## config.mk

```make
export PLATFORM = sky130hd
export DESIGN_NAME = serial_word_tx
export DESIGN_NICKNAME = d
export VERILOG_FILES = /design/src/rtl/serial_tx_pkg.sv /design/src/rtl/residue_step.sv /design/src/rtl/serial_word_tx.sv
export SDC_FILE = /design/constraint.sdc
export NUM_CORES = 1
export LEC_CHECK = 0
export CAP_MARGIN = 20
export CORE_MARGIN = 2
export CORE_UTILIZATION = 51
export DETAILED_ROUTE_END_ITERATION = 10
export PLACE_DENSITY_LB_ADDON = 0.08
export REMOVE_ABC_BUFFERS = 1
export SYNTH_ARGS = -nofsm -noshare
export SYNTH_HDL_FRONTEND = slang
export SYNTH_HIERARCHICAL = 1
export SYNTH_SLANG_ARGS = --single-unit
```

## constraint.sdc

```tcl
create_clock -name clk -period 2.5 [get_ports clk]
set_input_delay 0.5 -clock clk [delete_from_list [all_inputs] [get_ports clk]]
set_output_delay 0.5 -clock clk [all_outputs]
set_load 0.005 [all_outputs]
```

## src/rtl/serial_tx_pkg.sv

```systemverilog
// Shared types and constants for the serial word transmitter.
// The state enum always lists PARITY; only SERIAL_TX_PARITY_EN builds use it.
package serial_tx_pkg;

    typedef enum logic [1:0] {
        IDLE   = 2'd0,
        SHIFT  = 2'd1,
        PARITY = 2'd2
    } state_t;

    localparam int RES_W = 4;

endpackage

```

## src/rtl/residue_step.sv

```systemverilog
// Combinational residue update: next = (residue*2 + bit) mod MOD.
// The current residue is always below MOD (at most 15), so the sum fits in 5 bits.
module residue_step
    import serial_tx_pkg::*;
#(
    parameter int MOD = 4
) (
    input  logic [RES_W-1:0] i_residue,
    input  logic             i_bit,
    output logic [RES_W-1:0] o_residue
);

    logic [4:0] w_sum;
    logic [4:0] w_mod;

    assign w_sum     = {i_residue, 1'b0} + {4'b0000, i_bit};
    assign w_mod     = w_sum % 5'(MOD);
    assign o_residue = w_mod[RES_W-1:0];

endmodule

```

## src/rtl/serial_word_tx.sv

```systemverilog
// Parallel-to-serial word transmitter, MSB first, with a running residue of the bits sent.
// Define SERIAL_TX_PARITY_EN to append an even-parity bit to every frame.
//
// Handshake: a word is taken on the rising edge where in_valid and in_ready are both 1;
// in_valid while in_ready is 0 is dropped, with nothing held for later.
module serial_word_tx
    import serial_tx_pkg::*;
#(
    parameter int WIDTH = 4,
    parameter int MOD   = 4
) (
    input  logic             clk,
    input  logic             reset,
    input  logic             in_valid,
    input  logic [WIDTH-1:0] in_data,
    output logic             in_ready,
    output logic             ser_out,
    output logic             ser_valid,
    output logic             ser_last,
    output logic             done,
    output logic [RES_W-1:0] residue,
    output state_t           o_dbg_state
);

    localparam int CNT_W = $clog2(WIDTH + 1);

    state_t           r_state;
    logic [WIDTH-2:0] r_shift;
    logic [CNT_W-1:0] r_cnt;
    logic             r_in_ready;
    logic             r_ser_out;
    logic             r_ser_valid;
    logic             r_ser_last;
    logic             r_done;
    logic [RES_W-1:0] r_residue;
`ifdef SERIAL_TX_PARITY_EN
    logic             r_parity;
`endif

    logic [RES_W-1:0] w_res_next;
    logic             w_accept;
    logic             w_last_bit;

    residue_step #(.MOD(MOD)) u_residue_step (
        .i_residue (r_residue),
        .i_bit     (r_ser_out),
        .o_residue (w_res_next)
    );

    assign w_accept   = in_valid & r_in_ready;
    assign w_last_bit = (r_cnt == CNT_W'(WIDTH - 1));

    // r_ser_out already holds the MSB on capture; r_shift keeps the remaining bits.
    always_ff @(posedge clk or negedge reset) begin
        if (!reset) begin
            r_state     <= IDLE;
            r_shift     <= '0;
            r_cnt       <= '0;
            r_in_ready  <= 1'b0;
            r_ser_out   <= 1'b0;
            r_ser_valid <= 1'b0;
            r_ser_last  <= 1'b0;
            r_done      <= 1'b0;
            r_residue   <= '0;
`ifdef SERIAL_TX_PARITY_EN
            r_parity    <= 1'b0;
`endif
        end else begin
            case (r_state)
                IDLE: begin
                    r_done      <= 1'b0;
                    r_in_ready  <= 1'b1;
                    r_ser_out   <= 1'b0;
                    r_ser_valid <= 1'b0;
                    r_ser_last  <= 1'b0;
                    if (w_accept) begin
                        r_state     <= SHIFT;
                        r_in_ready  <= 1'b0;
                        r_shift     <= in_data[WIDTH-2:0];
                        r_ser_out   <= in_data[WIDTH-1];
                        r_ser_valid <= 1'b1;
                        r_cnt       <= '0;
                        r_residue   <= '0;
`ifdef SERIAL_TX_PARITY_EN
                        r_parity    <= ^in_data;
`endif
                    end
                end
                SHIFT: begin
                    r_residue <= w_res_next;
                    r_cnt     <= r_cnt + CNT_W'(1);
                    if (w_last_bit) begin
`ifdef SERIAL_TX_PARITY_EN
                        r_state    <= PARITY;
                        r_ser_out  <= r_parity;
                        r_ser_last <= 1'b1;
`else
                        r_state     <= IDLE;
                        r_ser_out   <= 1'b0;
                        r_ser_valid <= 1'b0;
                        r_ser_last  <= 1'b0;
                        r_done      <= 1'b1;
                        r_in_ready  <= 1'b1;
`endif
                    end else begin
                        r_shift   <= r_shift << 1;
                        r_ser_out <= r_shift[WIDTH-2];
`ifdef SERIAL_TX_PARITY_EN
                        r_ser_last <= 1'b0;
`else
                        r_ser_last <= (r_cnt == CNT_W'(WIDTH - 2));
`endif
                    end
                end
`ifdef SERIAL_TX_PARITY_EN
                PARITY: begin
                    r_state     <= IDLE;
                    r_ser_out   <= 1'b0;
                    r_ser_valid <= 1'b0;
                    r_ser_last  <= 1'b0;
                    r_done      <= 1'b1;
                    r_in_ready  <= 1'b1;
                end
`endif
                default: begin
                    r_state     <= IDLE;
                    r_ser_out   <= 1'b0;
                    r_ser_valid <= 1'b0;
                    r_ser_last  <= 1'b0;
                    r_done      <= 1'b0;
                    r_in_ready  <= 1'b1;
                end
            endcase
        end
    end

    assign in_ready    = r_in_ready;
    assign ser_out     = r_ser_out;
    assign ser_valid   = r_ser_valid;
    assign ser_last    = r_ser_last;
    assign done        = r_done;
    assign residue     = r_residue;
    assign o_dbg_state = r_state;

endmodule

```

-- After elaboration in Yosys (flattened, before gate mapping)
Index checks and enable logic that the tools add are counted.
W data, S select, Z words.
- multiplexer cells: 22
- add/subtract/negate cells: 2
- equality and inequality tests: 6
- reductions and logical operators: 5
- bitwise operators: 1
- operators by type and width (cell ; number):
    $pmux W3 S2 ; 2
    $mux W1 ; 9
    $mux W3 ; 3
    $pmux W4 S2 ; 1
    $eq A3 B2 Y1 const B ; 2
    $ne A2 B2 Y1 const B ; 3
    $pmux W1 S2 ; 3
    $mux W2 ; 2
    $mux W4 ; 1
    $pmux W2 S2 ; 1
    $reduce_and A2 Y1 ; 2
    $add A3 B1 Y3 const B ; 1
    $reduce_and A3 Y1 ; 1
    $add A2 B1 Y2 ; 1
    $eq A2 B1 Y1 const B ; 1
    $logic_not A2 Y1 ; 1
    $reduce_bool A2 Y1 ; 1
    $and A1 B1 Y1 ; 1
- input port bits: 7
- output and inout port bits: 11
- register bits: 17

-- Depth between registers and ports, before layout
Gate-level depths: netlist of run 1.
- depth after elaboration: 3
- depth in mapped cells: 4

-- By module
The synthesis of run 1 kept the hierarchy.
- modules (own cells, without submodules) (module ; seq. area each (sq um) ; area each (sq um) ; instances ; cells an instance):
    serial_word_tx ; 400.4 ; 737.0 ; 1 ; 67
    residue_step ; 0.0 ; 33.8 ; 1 ; 5

-- Worst setup path before layout of run 1
No wires, ideal clock.
- path type: reg-to-reg
- start point: register r_cnt[0]
- end point: register r_in_ready, in the netlist in_ready
- clock period less this slack: 1.263 ns
- path slack: 1.237 ns
- arrival: 1.142 ns
- path buffers: 0
- stages on the path, launching flop included: 5
- required time: 2.379 ns
- cells stage by stage: dfrtp_1 > ha_1 > ha_1 > nand2b_1 > o22a_1
- cells in the longest elaborated chain, start to end: 2
- ends and longest elaborated chain (what ; RTL line ; text):
    from (decl) ; serial_word_tx.sv:29 ; logic [CNT_W-1:0] r_cnt;
    from (signal assigned) ; serial_word_tx.sv:91 ; r_cnt <= r_cnt + CNT_W'(1);
    $eq A3 B2 Y1 ; serial_word_tx.sv:51 ; assign w_last_bit = (r_cnt == CNT_W'(WIDTH - 1));
    $ne A2 B2 Y1 (no source line) ; - ;
    to (signal assigned) ; serial_word_tx.sv:59 ; r_in_ready <= 1'b0;
    to (signal assigned) ; serial_word_tx.sv:72 ; r_in_ready <= 1'b1;
    to (signal assigned) ; serial_word_tx.sv:78 ; r_in_ready <= 1'b0;
    to (decl) ; serial_word_tx.sv:30 ; logic r_in_ready;
No other way between the ends.
A chain may end at the register's enable or synchronous reset.

-- Worst setup path after layout of run 1
- start point: register r_in_ready, in the netlist in_ready
- end point: output in_ready
- RTL lines (what ; RTL line ; text):
    to (decl) ; serial_word_tx.sv:16 ; output logic in_ready,
No word-level cell between the ends.

==> results.md, run 1 <==
* Clock skew at 6.642 ps
* Global route overflow at 0
* First-pass GRT wire length at 2.111 mm
* GP Congestion at 0.6951
* Total track usage at 15.31%
* Multi-input combinational cell area at 295.3 um^2
* CP max stage cell: clkdlybuf4s50_1
* Vias in the first global route at 472
* Post-synth EDFFs at 0
* Required time of the critical path at 2000 ps
* Clock power frac at 12.7%
* Worst setup EP type: primary output
* Initial antenna violation count at 0
* Crit Path Category: reg2out
* Slew Viols, Final at 0
* Arr. time, crit path at 1240 ps
* Reg clk slew, reported paths at 90 ps
* CTS Buffer Depth at 2
* Post-CTS setup buffers at 0
* Switching Share at 34.42%
* Seq pwr share at 43.0%
* PostCTS Resize Cnt at 0
* Syn Area/Cell at 10.70 um^2
* Core area at 1454 um^2
* CP peak stage delay at 530 ps
* Yosys cell types at 19
* Synthesis-to-finish area growth at 18.99%
* Synth cell count leaders: dfrtp_1 (16), nand2_1 (12), buf_4 (6), mux2i_1 (6), o21ai_0 (6)
* Largest net degree at the start of global routing at 25
* Seq/Total Area, Yosys at 51.95%
* Wire length on met1 at 574 um
* Dpl hpwl at 849.1 um
* Hold WS at 465.7 ps
* Crit path max fanout at 6
* # diodes at 0
* Initial Util at 53.01%
* Gate Count Post-Synth at 72
* Critical-path cell list: clkdlybuf4s50_1
* Clock H-tree levels at 1
* Top cells by area, synth: dfrtp_1 (52%), mux2i_1 (7.8%), ha_1 (6.5%), buf_4 (5.8%), nand2_1 (5.8%)
* Startpoint Class: register
* Cell internal pwr at 680.1 uW
* Die X at 42.88 um
* Top cell type's share of synthesized area at 51.95%
* Final WL at 1.212 mm
* Ys async rst share at 100.0%
* RSZ-0062 raised after global routing: false
* Ys Warns at 6
* Main flop type after synthesis: dfrtp_1
* CTS tree: yes
* DR iter-0 viols at 10
* Max-Cap Viols at 0
* # port buffers at 16
* Worst slew pin tran at 699.7 ps
* Met2 wire length at 561 um
* Sw Pwr at 357.0 uW
* Yosys top cell by area: dfrtp_1
* Clock sinks at 16
* Status: completed
* Max VDD drop at 0.7627 mV
* Leak Pwr at 0.0004275 uW
* Minimum clock period at 1740 ps
* Hold_buf cts at 0
* Rows at 14
* DRC errors left at 0
* Flops & latches, synth at 16
* Combinational share of power at 44.3%
* Max Fclk at 574.8 MHz
* Total die area at 1838 um^2
* Pwr per Cell Area at 1131 nW/um^2
* Most common cell in the netlist: dfrtp_1
* Fillers at 119
* Vias at 506
* Post-DR wirelength/cell at 12.00 um
* DIE HEIGHT at 42.88 um
* Crit share post-route at 69.59%
* Fin. Hold Viols at 0
* Top Family by Delay on Critical Path: buffers and inverters
* Final #Nets at 98
* Share of post-route cells with drive strength above 1 at 8.235%
* Sequential Area at 400.4 um^2
* I/O pins at 18
* Worst slew margin at 53.21%
* Vias per inst at 5.010
* Root Buffer: clkbuf_4
* Min-Delay Path Class: reg2reg
* Antenna-violating nets left at 0
* Top layer in use: met4
* Wire length on met3 at 56 um
* Worst Path Buf+Inv at 1
* Setup violations, final at 0
* Cts bufs inserted at 3
* Clock latency on the worst-skew pair at 280 ps
* Synthesized area at 770.7 um^2
* DRT Pass-1 Iters at 4
* Setup TNS Final at 0 ps
==> cells by family after synthesis <==
group                      synth area share [%]
AOI/OAI and AO/OA                         10.88
adders and majority gates                 6.494
buffers and inverters                     10.23
DFF                                       51.95
muxes                                     7.793
other                                    0.9744
and+or+nand+nor                           11.69
==> power by group through the flow <==
stage	logic [uW]	registers, uW	clock network, uW
after floorplan	212	486	0
after global placement	458	450	0
after detailed placement	465	454	0
after CTS	467	448	135
after global routing	515	466	145
final	459	446	132
==> metrics by stage <==
step	area (um^2)	total power (uW)	instances	utilization, %	worst slack, ps
floorplan	706.9	697.9	65	-	1216
global placement	894.6	908.1	98	61.53	838.8
detailed placement	894.6	918.2	98	61.53	812.8
CTS	917.1	1050	101	63.08	750.5
global route	917.1	1126	101	63.08	709.4
finish	917.1	1037	101	63.08	760.2
==> cell type report <==
type	count	area share [%]
well taps	16	2.183
repair buffers	17	18.28
flip-flops and latches	16	43.66
multi-input cells	46	32.20
clock buffers	3	2.456
inverters	3	1.228
==> per-layer routing <==
metal / vias to the layer above / GRT usage [%]
met1: 232 / 22.10
met5: - / 0
met3: 2 / 2.553
li1: 261 / -
met2: 11 / 22.12
met4: 0 / 7.500
==> final timing paths <==
check / start / endpoint / slack [ps] / depth (start not counted)
worst max-delay path: in_ready$_DFFE_PN0P_ / in_ready / 760 / 1
worst min-delay path: r_cnt[2]$_DFFE_PN0P_ / ser_last$_DFF_PN0_ / 470 / 1
worst max register to register: r_cnt[0]$_DFFE_PN0P_ / ser_last$_DFF_PN0_ / 1120 / 4
worst min register to register: r_cnt[2]$_DFFE_PN0P_ / ser_last$_DFF_PN0_ / 470 / 1
max in group asynchronous: reset / r_cnt[2]$_DFFE_PN0P_ / 1420 / 1
min in group asynchronous: reset / residue[0]$_DFFE_PN0P_ / 640 / 1
==> state kept, by name (all words and copies together), names as in the netlist <==
signal       cells
ser_out          1
r_cnt            3
done             1
ser_valid        1
ser_last         1
o_dbg_state      1
in_ready         1
r_shift          3
residue          4
==> layout by cell type, fill, tap and decap left out <==
master / synthesis / routed
clkdlybuf4s50_1: 0 / 16
o21ai_0: 6 / 6
nand2b_1: 1 / 1
buf_4: 6 / 1
nor3b_1: 1 / 1
conb_1: 2 / 3
nand3_1: 2 / 2
a211oi_1: 2 / 2
o22ai_1: 2 / 2
a21oi_1: 2 / 2
ha_1: 4 / 4
and3_2: 2 / 2
clkbuf_4: 0 / 3
mux2i_1: 6 / 6
dfrtp_1: 16 / 16
o22a_1: 1 / 1
nand2_2: 1 / 1
o21a_1: 1 / 1
inv_1: 3 / 3
nand2_1: 12 / 12
No activity file was read; power rests on OpenSTA's default activity.
==> run 2: changes to the inputs <==
--- a/config.mk
+++ b/config.mk
@@ -7,7 +7,7 @@
 export LEC_CHECK = 0
 export CAP_MARGIN = 20
 export CORE_MARGIN = 2
-export CORE_UTILIZATION = 51
+export CORE_UTILIZATION = 43
 export DETAILED_ROUTE_END_ITERATION = 10
 export PLACE_DENSITY_LB_ADDON = 0.08
 export REMOVE_ABC_BUFFERS = 1
==> constraint.sdc (replaced) <==
create_clock -name clk -period 1.43 [get_ports clk]
set_input_delay 0.286 -clock clk [delete_from_list [all_inputs] [get_ports clk]]
set_output_delay 0.286 -clock clk [all_outputs]
set_load 0.005 [all_outputs]
==> run 2 against run 1 <==
Against the previous run: register-to-register slack got worse by 1100 ps; wire length up 15%; power up 85%; non-clock buffer count increased by 8; highest routed layer unchanged.
==> results.md, run 2 (synthesized netlist as in run 1, its figures left out) <==
* Status: completed
* Dpl hpwl at 937.4 um
* Crit share post-route at 95.28%
* Slew Viols, Final at 0
* Sw Pwr at 665.1 uW
* Root Buffer: clkbuf_4
* Pwr per Cell Area at 1935 nW/um^2
* Crit path max fanout at 4
* FF-to-FF path depth at 4
* Worst setup margin at 67.53 ps
* # port buffers at 16
* Die X at 46.34 um
* Switching Share at 34.61%
* First-pass GRT wire length at 2.346 mm
* Vias at 540
* Rows at 15
* Cts bufs inserted at 3
* # diodes at 0
* Global route overflow at 0
* Crit Path Category: reg2reg
* Commonest non-fill, non-tap cell in the layout: dfrtp_1
* Post-DR wirelength/cell at 11.68 um
* Clock latency on the worst-skew pair at 290 ps
* Setup TNS Final at 0 ps
* CTS Buffer Depth at 2
* Worst setup EP type: register
* Seq pwr share at 39.7%
* DRT Pass-1 Iters at 4
* Final #Nets at 106
* Clock H-tree levels at 1
* Arr. time, crit path at 1540 ps
* Non-Filler Instances at 119
* Placement Setup Slack at 50.00 ps
* Clock sinks at 16
* Cell internal pwr at 1257 uW
* Min-Delay Path Class: in2async
* Initial Util at 45.13%
* Reg clk slew, reported paths at 100 ps
* Reg-to-reg startpoint: r_cnt[0]$_DFFE_PN0P_
* I/O pins at 18
* R2R Setup Slk at 70 ps
* Vias in the first global route at 508
* Hold_buf cts at 0
* Reg2reg end: in_ready$_DFFE_PN0P_
* Share of post-route cells with drive strength above 1 at 17.02%
* Max VDD drop at 0.9232 mV
* Max-Cap Viols at 0
* Required time of the critical path at 1610 ps
* DIE HEIGHT at 46.34 um
* Hold WS at 306.2 ps
* Final WL at 1.390 mm
* RSZ-0062 raised after global routing: false
* Total track usage at 15.93%
* Most frequent cells in the layout: dfrtp_1 (16), nand2_1 (12), dlygate4sd2_1 (9), buf_4 (9)
* Total die area at 2147 um^2
* Startpoint Class: register
* Fin. Hold Viols at 0
* Antenna-violating nets left at 0
* Vias per inst at 4.538
* Minimum clock period at 1362 ps
* Clock power frac at 15.7%
* Max reg flops at 4
* Leak Pwr at 0.0005122 uW
* DRC errors left at 0
* Placed Cells at 111
* CTS tree: yes
* Pwr Total at 1922 uW
* Setup violations, final at 0
* Largest net degree at the start of global routing at 25
* Combinational share of power at 44.6%
* Max Fclk at 734.0 MHz
* Core area at 1708 um^2
* DR iter-0 viols at 5
* Synthesis-to-finish area growth at 28.90%
* Initial antenna violation count at 0
* Clock skew at 4.298 ps
* GP Congestion at 0.6841
[run 2: cell types whose count changed in the layout (fill, tap and decap cells not counted), sizes merged]
cell,change
buf,+8
clkbuf,+1
dlygate4sd2,+9
clkdlybuf4s50,-10
dlymetal6s2s,+1
[run 2: worst max path at each step]
stage	from	end	slack [ps]
2_1_floorplan	r_cnt[0]$_DFFE_PN0P_	in_ready$_DFFE_PN0P_	150
3_3_place_gp	in_valid	r_shift[1]$_DFFE_PN0P_	80
3_5_place_dp	in_valid	r_shift[2]$_DFFE_PN0P_	50
4_1_cts	ser_last$_DFF_PN0_	ser_last	3
5_1_grt	r_cnt[0]$_DFFE_PN0P_	in_ready$_DFFE_PN0P_	0.4
6_report	r_cnt[0]$_DFFE_PN0P_	in_ready$_DFFE_PN0P_	70
[run 2: per-layer routing]
metal	track usage (%)	wire length, um	vias to the layer above
li1	-	-	282
met1	21.23	649	242
met2	23.61	650	12
met3	2.745	54	4
met4	10.29	34	0
met5	0	0	-
[run 2: power groups by stage]
stage | clock network [uW] | logic (uW) | registers [uW]
2_1_floorplan | 0 | 371 | 849
6_report | 302 | 857 | 763
3_5_place_dp | 0 | 855 | 796
3_3_place_gp | 0 | 845 | 790
5_1_grt | 328 | 972 | 789
4_1_cts | 317 | 850 | 767
[run 2: stage by stage]
| step | cell area, um^2 | utilization, % |
|---|---|---|
| global route | 993.5 | 58.17 |
| global placement | 935.9 | 54.80 |
| finish | 993.5 | 58.17 |
| floorplan | 706.9 | - |
| detailed placement | 935.9 | 54.80 |
| CTS | 983.4 | 57.58 |
[run 2: what timing repair did]
item	in CTS	in global routing
resized for setup	9	1
buffers inserted	3	1
cloned	0	0
endpoints found under the setup margin	9	2
[run 2: cell type report]
type	count	area (um^2)
fillers	155	714.4
flip-flops and latches	16	400.4
multi-input cells	46	295.3
repair buffers	25	219.0
clock buffers	4	36.28
well taps	25	31.28
inverters	3	11.26
[run 2: worst max-delay path, stage by stage, from the launching register on]
cell and delay [ps]:
dfrtp_1 410, ha_1 230, ha_1 190, nand2b_1 210
o22a_1 210
==> run 3: changes to the inputs <==
--- a/config.mk
+++ b/config.mk
@@ -5,11 +5,12 @@
 export SDC_FILE = /design/constraint.sdc
 export NUM_CORES = 1
 export LEC_CHECK = 0
+export ABC_AREA = 1
 export CAP_MARGIN = 20
 export CORE_MARGIN = 2
 export CORE_UTILIZATION = 43
 export DETAILED_ROUTE_END_ITERATION = 10
-export PLACE_DENSITY_LB_ADDON = 0.08
+export PLACE_DENSITY = 0.73
 export REMOVE_ABC_BUFFERS = 1
 export SYNTH_ARGS = -nofsm -noshare
 export SYNTH_HDL_FRONTEND = slang
==> run 3 against run 2 <==
Against the previous run: register-to-register slack better by 90 ps; critical path type is now reg2out; die area is 0.76% higher; cell count is 8.4% higher; setup slack worse by 21 ps; hold slack better by 15 ps; largest cell class unchanged; sequential share of layout area is 0.57 points higher; critical endpoint is now ser_last; core utilization is 0.81 points lower.
==> results.md, run 3 <==
* # port buffers at 16
* Dpl hpwl at 1.024 mm
* Cts bufs inserted at 3
* Ys async rst share at 100.0%
* Max VDD drop at 1.059 mV
* Clock H-tree levels at 1
* Switching Share at 38.65%
* Antenna-violating nets left at 0
* Startpoint Class: register
* FF-to-FF path depth at 6
* Seq/Total Area, Yosys at 51.53%
* Post-synth EDFFs at 0
* Synthesized area at 777.0 um^2
* Largest net degree at the start of global routing at 17
* Leak Pwr at 0.0005845 uW
* Mux share of post-synthesis cell area at 0%
* Critical-path cell list: clkdlybuf4s50_1
* Required time of the critical path at 1140 ps
* Worst Path Buf+Inv at 1
* Setup TNS Final at 0 ps
* Seq pwr share at 39.0%
* Pwr per Cell Area at 1996 nW/um^2
* XOR/XNOR Fraction of Synth Area at 0%
* Ys Warns at 6
* Clock latency on the worst-skew pair at 270 ps
* Syn Area/Cell at 9.141 um^2
* Main combinational cell family by area after synthesis: simple AND/OR/NAND/NOR gates
* DRT Pass-1 Iters at 4
* Yosys cell types at 17
* Slew Viols, Final at 0
* CP endpoint: ser_last
* Top cells by area, synth: dfrtp_1 (52%), nand2_1 (15%), ha_1 (6.4%), nand3_1 (5.2%), buf_4 (4.8%)
* Max Fclk at 722.9 MHz
* Sw Pwr at 755.8 uW
* Gate Count Post-Synth at 85
* Initial Util at 45.49%
* Global route overflow at 0
* Fin. Hold Viols at 0
* Status: completed
* Vias at 586
* Top Family by Delay on Critical Path: buffers and inverters
* Clock skew at 1.688 ps
* Max reg flops at 4
* CP peak stage delay at 490 ps
* Root Buffer: clkbuf_4
* Clock sinks at 16
* Min-Delay Path Class: in2async
* Flops & latches, synth at 16
* Yosys top cell by area: dfrtp_1
* Most frequent cells in the layout: nand2_1 (32), dfrtp_1 (16), nand3_1 (8)
* Vias per inst at 4.543
* GP Congestion at 0.7517
* Die X at 46.51 um
* Synthesis-to-finish area growth at 26.09%
* Clock power frac at 11.7%
* Reg2reg end: in_ready$_DFFE_PN0P_
* Total track usage at 15.22%
* RSZ-0062 raised after global routing: false
* DR iter-0 viols at 8
* Worst setup EP type: primary output
* WP depth at 1
* Main flop type after synthesis: dfrtp_1
* Final Util at 57.36%
* DRC errors left at 0
* # diodes at 0
* Post-Synth Simple-Gate Area at 26.41%
* I/O pins at 18
* Launch point of the critical path: ser_last$_DFF_PN0_
* Core area at 1708 um^2
* Synth Area in Adders at 6.441%
* Fillers at 157
* Share of post-route cells with drive strength above 1 at 14.42%
* Arr. time, crit path at 1100 ps
* Crit share post-route at 96.73%
* Synth Area in Compound Gates at 2.576%
* Crit Path Category: reg2out
* Most common cell in the netlist: nand2_1
* Minimum clock period at 1383 ps
* Reg-to-reg startpoint: r_cnt[1]$_DFFE_PN0P_
* Setup violations, final at 0
* Total die area at 2163 um^2
* Reg clk slew, reported paths at 90 ps
* CTS Buffer Depth at 2
* R2R Setup Slk at 160 ps
* Final #Nets at 117
* Crit path max fanout at 1
* Initial antenna violation count at 0
* First-pass GRT wire length at 2.339 mm
* DIE HEIGHT at 46.51 um
* Post-DR wirelength/cell at 10.85 um
* Commonest non-fill, non-tap cell in the layout: nand2_1
* Hold_buf cts at 0
* Cell internal pwr at 1200 uW
* Rows at 15
* Top cell type's share of synthesized area at 51.53%
* Final WL at 1.400 mm
* Vias in the first global route at 581
* Synth cell count leaders: nand2_1 (32), dfrtp_1 (16), nand3_1 (8), buf_4 (5), inv_1 (5)
* CP max stage cell: clkdlybuf4s50_1
* CTS tree: yes
* Max-Cap Viols at 0
* Combinational share of power at 49.3%
run 3: final cells by class:
cell class / instances / area, um^2 / area share (%)
Multi-Input combinational cell: 57 / 286.5 / 29.25
Inverter: 6 / 30.03 / 3.065
Timing Repair Buffer: 22 / 209.0 / 21.33
Clock buffer: 3 / 22.52 / 2.299
Tap cell: 25 / 31.28 / 3.193
Sequential cell: 16 / 400.4 / 40.87
run 3: worst min-delay path by stage:
stage | from | endpoint | slack [ps] | cells after the start
after floorplan | reset | done$_DFFE_PN0P_ | -10 | 0
after global placement | ser_out$_DFF_PN0_ | residue[0]$_DFFE_PN0P_ | 470 | 2
after detailed placement | ser_valid$_DFFE_PN0P_ | ser_valid$_DFFE_PN0P_ | 460 | 2
after CTS | reset | ser_valid$_DFFE_PN0P_ | 330 | 2
after global routing | reset | done$_DFFE_PN0P_ | 330 | 2
final | reset | done$_DFFE_PN0P_ | 320 | 2
run 3: routing by layer:
layer  global-route usage [%]  vias up  wire length, um
met2                    22.22       17              646
li1                         -      292                -
met4                    6.857        0               12
met5                        0        -                0
met3                    3.922        2               60
met1                    20.86      275              680
run 3: kinds of logic after synthesis:
family | Yosys count
AND/OR/NAND/NOR | 47
flip-flops | 16
buffers and inverters | 13
adder cells (fa/ha/maj) | 4
AO/OA/AOI/OAI | 3
other | 2
run 3: what timing repair did:
action                                  in CTS  in global routing
resized for setup                            5                  4
endpoints found under the setup margin       7                  4
pin swaps                                    0                  0
setup buffers                                3                  1
run 3: stage by stage:
| stage | power (uW) | cell area [um^2] | hold WS, ps | setup slack, ps | instances |
|---|---|---|---|---|---|
| after floorplan | 1290 | 716.9 | -9.591 | 243.1 | 79 |
| after global placement | 1703 | 923.4 | 473.7 | 162.5 | 122 |
| after detailed placement | 1728 | 923.4 | 462.5 | 151.4 | 122 |
| after CTS | 1973 | 962.2 | 326.0 | 1.527 | 128 |
| after global routing | 2127 | 979.7 | 329.7 | 6.327 | 129 |
| final | 1955 | 979.7 | 321.1 | 46.74 | 129 |
run 3: power by group through the flow:
stage,registers [uW],logic [uW],clock network (uW)
6_report,764,964,228
3_3_place_gp,782,921,0
3_5_place_dp,786,942,0
4_1_cts,765,974,235
2_1_floorplan,812,479,0
5_1_grt,786,1080,256
